## src/rtl/demux1_2_buf.sv

```systemverilog
// Buffered 1-to-2 valid/ready demultiplexer: sel=1 steers to A, sel=0 to B, each behind its own FIFO.
// Optional beat counters on cnt_a/cnt_b are built only when DEMUX_STATS_EN is defined.
module demux1_2_buf #(
  parameter int WIDTH = 32,
  parameter int DEPTH = 2
) (
  input  logic             clk,
  input  logic             reset,
  input  logic [WIDTH-1:0] in_data,
  input  logic             in_sel,
  input  logic             in_valid,
  output logic             in_ready,
  output logic [WIDTH-1:0] outa_data,
  output logic             outa_valid,
  input  logic             outa_ready,
  output logic [WIDTH-1:0] outb_data,
  output logic             outb_valid,
  input  logic             outb_ready,
  output logic [31:0]      cnt_a,
  output logic [31:0]      cnt_b
);

  localparam int AW = (DEPTH > 1) ? $clog2(DEPTH) : 1;

  // Index 1 is output A and index 0 is output B, so in_sel doubles as the FIFO index.
  logic [1:0]       full;
  logic [1:0]       push;
  logic [1:0]       pop;
  logic [1:0]       valid;
  logic [1:0]       ready;
  logic [WIDTH-1:0] head [2];
  logic [31:0]      stat [2];

  assign ready    = {outa_ready, outb_ready};
  // Depends only on registered occupancy, never on the consumer's ready.
  assign in_ready = in_sel ? !full[1] : !full[0];

  genvar gi;
  generate
    for (gi = 0; gi < 2; gi++) begin : g_fifo
      logic [AW-1:0]    wr_q, wr_d;
      logic [AW-1:0]    rd_q, rd_d;
      logic [AW:0]      count_q, count_d;
      logic [WIDTH-1:0] mem_q [DEPTH];

      assign push[gi]  = in_valid && in_ready && ((gi == 1) ? in_sel : !in_sel);
      assign pop[gi]   = valid[gi] && ready[gi];
      assign full[gi]  = (count_q == (AW+1)'(DEPTH));
      assign valid[gi] = (count_q != '0);
      assign head[gi]  = valid[gi] ? mem_q[rd_q] : '0;

      always_comb begin
        wr_d    = push[gi] ? wr_q + 1'b1 : wr_q;
        rd_d    = pop[gi] ? rd_q + 1'b1 : rd_q;
        count_d = count_q + {{AW{1'b0}}, push[gi]} - {{AW{1'b0}}, pop[gi]};
      end

      always_ff @(posedge clk or posedge reset) begin
        if (reset) begin
          wr_q    <= '0;
          rd_q    <= '0;
          count_q <= '0;
        end else begin
          wr_q    <= wr_d;
          rd_q    <= rd_d;
          count_q <= count_d;
        end
      end

      // Payload storage needs no reset; empty entries are masked by valid.
      always_ff @(posedge clk) begin
        if (push[gi]) begin
          mem_q[wr_q] <= in_data;
        end
      end

`ifdef DEMUX_STATS_EN
      logic [31:0] cnt_q, cnt_d;

      assign cnt_d = cnt_q + 32'd1;

      always_ff @(posedge clk or posedge reset) begin
        if (reset) begin
          cnt_q <= '0;
        end else if (pop[gi]) begin
          cnt_q <= cnt_d;
        end
      end

      assign stat[gi] = cnt_q;
`else
      assign stat[gi] = '0;
`endif
    end
  endgenerate

  assign outa_data  = head[1];
  assign outa_valid = valid[1];
  assign outb_data  = head[0];
  assign outb_valid = valid[0];
  assign cnt_a      = stat[1];
  assign cnt_b      = stat[0];

endmodule
```

## config.mk

```make
export PLATFORM = sky130hd
export DESIGN_NAME = demux1_2_buf
export DESIGN_NICKNAME = d
export VERILOG_FILES = /design/src/rtl/demux1_2_buf.sv
export SDC_FILE = /design/constraint.sdc
export NUM_CORES = 1
export LEC_CHECK = 0
export CAP_MARGIN = 20
export CORE_UTILIZATION = 51
export DETAILED_ROUTE_END_ITERATION = 12
export PLACE_DENSITY = 0.86
export SLEW_MARGIN = 15
export SYNTH_ARGS = -nofsm -noshare
export SYNTH_HDL_FRONTEND = slang
export SYNTH_SLANG_ARGS = --single-unit
```

## constraint.sdc

```tcl
create_clock -name clk -period 8.75 [get_ports clk]
set_clock_uncertainty 0.05 [all_clocks]
set_input_delay 2.1875 -clock clk [delete_from_list [all_inputs] [get_ports clk]]
set_output_delay 2.1875 -clock clk [all_outputs]
set_load 0.01 [all_outputs]
```

==> results_dict.tcl <==
set metrics [dict create \
    grt_pass1_wl_mm 16.44 \
    synthCells 380 \
    synth.distinct_cells 24 \
    nets 530 \
    synth_area_per_cell_um2 15.27 \
    htreeDepth 4 \
    post-synth-top-count-cell "edfxtp_1" \
    vias 3180 \
    cts_tree "yes" \
    ys_warn_count 0 \
    clockBufferDepth 2 \
    ys_seq_area_share_pct 69.67 \
    grt_max_degree 34 \
    max_slew.worst_pin.slew_ns 1.069 \
    antenna_cells 0 \
    dieArea_mm2 0.01181 \
    cts_hold_buf 0 \
    wl_per_cell_um 16.58 \
    p_seq_share_pct 36.1 \
    io_buffers 104 \
    fin_crit_sh_pct 65.39 \
    dp_hpwl_mm 6.333 \
    relSlewSlack_pct 28.54 \
    ant_nets 0 \
    worstPathRequired_ns 6.51 \
    cts_root_buf "clkbuf_16" \
    power_mw 2.540 \
    grtUsageTotal_pct 19.44 \
    grt_pass1_vias 3109 \
    drc 0 \
    path_clk_slew_ns 0.06 \
    grt-ovfl-total 0 \
    finalHoldViolCount 0 \
    gp_congestion 0.7450 \
    numCtsBuffers 17 \
    synthTopCellsByArea "edfxtp_1 66%, mux2i_1 11%, buf_4 8.5%" \
    grtUsageMet3_pct 5.619 \
    setup_viol 0 \
    pwr-share-clk_pct 29.8 \
    clk_latency_ns 0.40 \
    crit_path_start_kind "input pin" \
    drtIter0Drc 145 \
    hp-class "reg -> reg" \
    wirelength_mm 10.65 \
    period_minus_slack_ns 5.722 \
    pin_count 169 \
    grtUsageMet2_pct 33.45 \
    end_kind "output pin" \
    die_w_um 108.7 \
    drtPass1Iterations 4 \
    vias_per_cell 4.953 \
    tns_ns 0 \
    synth_commonest_cells "128 x edfxtp_1, 67 x nor2_1, 66 x buf_4, 66 x mux2i_1, 8 x dfrtp_1" \
    pwr-share-comb_pct 34.1 \
    use_met1_pct 23.31 \
    core_mm2 0.01098 \
    dieHeight_um 108.7 \
    dpl.cell_count 611 \
    post_cts_buffers 0 \
    synth_edf_count 128 \
    initial_utilization_pct 52.85 \
    crit_arrival_ns 3.48 \
    p_sw_share_pct 30.23 \
    fp-row-count 38 \
    crit_type "in -> out" \
    p_int_mw 1.772 \
    synth-async-reset-ratio_pct 5.882 \
    layout-drive-gt1-share_pct 9.163 \
    antenna_found_initial 0 \
    rsz0062_at_grt "no" \
    cts-resized-gates 0 \
    netlist_area_mm2 0.005804 \
    cp_max_fo 6 \
    yosysTopAreaCell "edfxtp_1" \
    fillers 748 \
    syn_to_final_growth_pct 26.34 \
    fmax_mhz 174.8 \
    peakVddDrop_uv 223.6 \
    p_per_area_mw_per_mm2 346.3 \
    synth-seq-cells 136 \
    final_cells 642 \
    status "finished, final reports clean" \
    synth.top_cell.area_share_pct 66.22 \
    maxCapViolations 0 \
    ys.flop_type "edfxtp_1" \
    power.switching_mw 0.7677 \
    clock_sinks 136 \
    p_leak_nw 2.835 \
    final_max_slew_viol_count 0 \
    grt-busiest-layer "met2" \
]
[power by group through the flow]
stage / Clock, mW / Combinational, mW / Sequential [mW]
2_1_floorplan: 0 / 0.536 / 0.862
3_3_place_gp: 0 / 0.855 / 0.928
3_5_place_dp: 0 / 0.870 / 0.931
4_1_cts: 0.768 / 0.879 / 0.919
5_1_grt: 0.795 / 0.928 / 0.930
6_report: 0.757 / 0.865 / 0.918
[placed cells by master, fill, tap and decap left out, types with 3 or more instances in the layout]
cell type,count
nor2_4,5
dfrtp_1,6
bufinv_16,5
nor2_1,65
clkbuf_16,17
xnor2_1,4
conb_1,64
edfxtp_1,128
mux2i_1,66
nand2_1,3
clkdlybuf4s50_1,104
xor2_1,3
inv_1,4
[layout make-up]
class                      instances  area [um^2]  area share (%)
sequential                       136         4046           55.18
multi-input combinational        223         1403           19.13
inverter                           6        22.52          0.3071
clock buffer                      18        429.2           5.852
tap                              140        175.2           2.389
timing repair buffer             106         1056           14.40
clock inverter                    13        201.4           2.747
[cell families after synthesis]
logic type / after synthesis / share of synthesized area, %
buffers and inverters: 84 / 10.61
multiplexers: 66 / 11.38
AO/OA/AOI/OAI: 1 / 0.08614
other: 1 / 0.06461
XOR/XNOR: 8 / 1.337
flip-flops: 136 / 69.67
adder cells (fa/ha/maj): 2 / 0.4311
AND/OR/NAND/NOR: 82 / 6.424
[state kept, by name, summed over array words and instances (netlist names)]
name	cells
g_fifo.count_q	4
g_fifo.mem_q	128
g_fifo.rd_q	2
g_fifo.wr_q	2
[critical path, cell delays in order]
cell             delay, ns
clkdlybuf4s50_1       0.57
nor2_1                0.07
a21oi_1               0.11
clkdlybuf4s50_1       0.54
[final timing paths]
| check | slack (ns) | start | end | cells after the start |
|---|---|---|---|---|
| max in group asynchronous | 6.40 | reset | g_fifo[0].rd_q$_DFFE_PP0P_ | 2 |
| worst max register to register | 6.28 | g_fifo[1].count_q[0]$_DFF_PP0_ | g_fifo[1].count_q[1]$_DFF_PP0_ | 7 |
| min in group asynchronous | 1.98 | reset | g_fifo[1].count_q[0]$_DFF_PP0_ | 2 |
| worst min-delay path | 0.46 | g_fifo[1].wr_q$_DFFE_PP0P_ | g_fifo[1].wr_q$_DFFE_PP0P_ | 1 |
| worst max-delay path | 3.03 | in_sel | in_ready | 4 |
| worst min register to register | 0.46 | g_fifo[1].wr_q$_DFFE_PP0P_ | g_fifo[1].wr_q$_DFFE_PP0P_ | 1 |
[routing by layer]
layer / vias to the layer above / wire length (um)
li1: 1442 / -
met4: 0 / 64
met3: 6 / 729
met2: 175 / 5556
met1: 1557 / 4296
met5: - / 0
[metrics by stage]
step | utilization [%] | hold WS [ns] | cell area (um^2) | setup slack, ns
after floorplan | - | 0.4063 | 6041 | 3.747
after detailed placement | 61.03 | 0.4537 | 6703 | 3.026
after global routing | 66.77 | 0.4700 | 7333 | 2.939
after global placement | 61.03 | 0.4452 | 6703 | 3.039
final | 66.77 | 0.4591 | 7333 | 3.028
after CTS | 66.77 | 0.4607 | 7333 | 3.014
(Power assumes the default switching activity.)
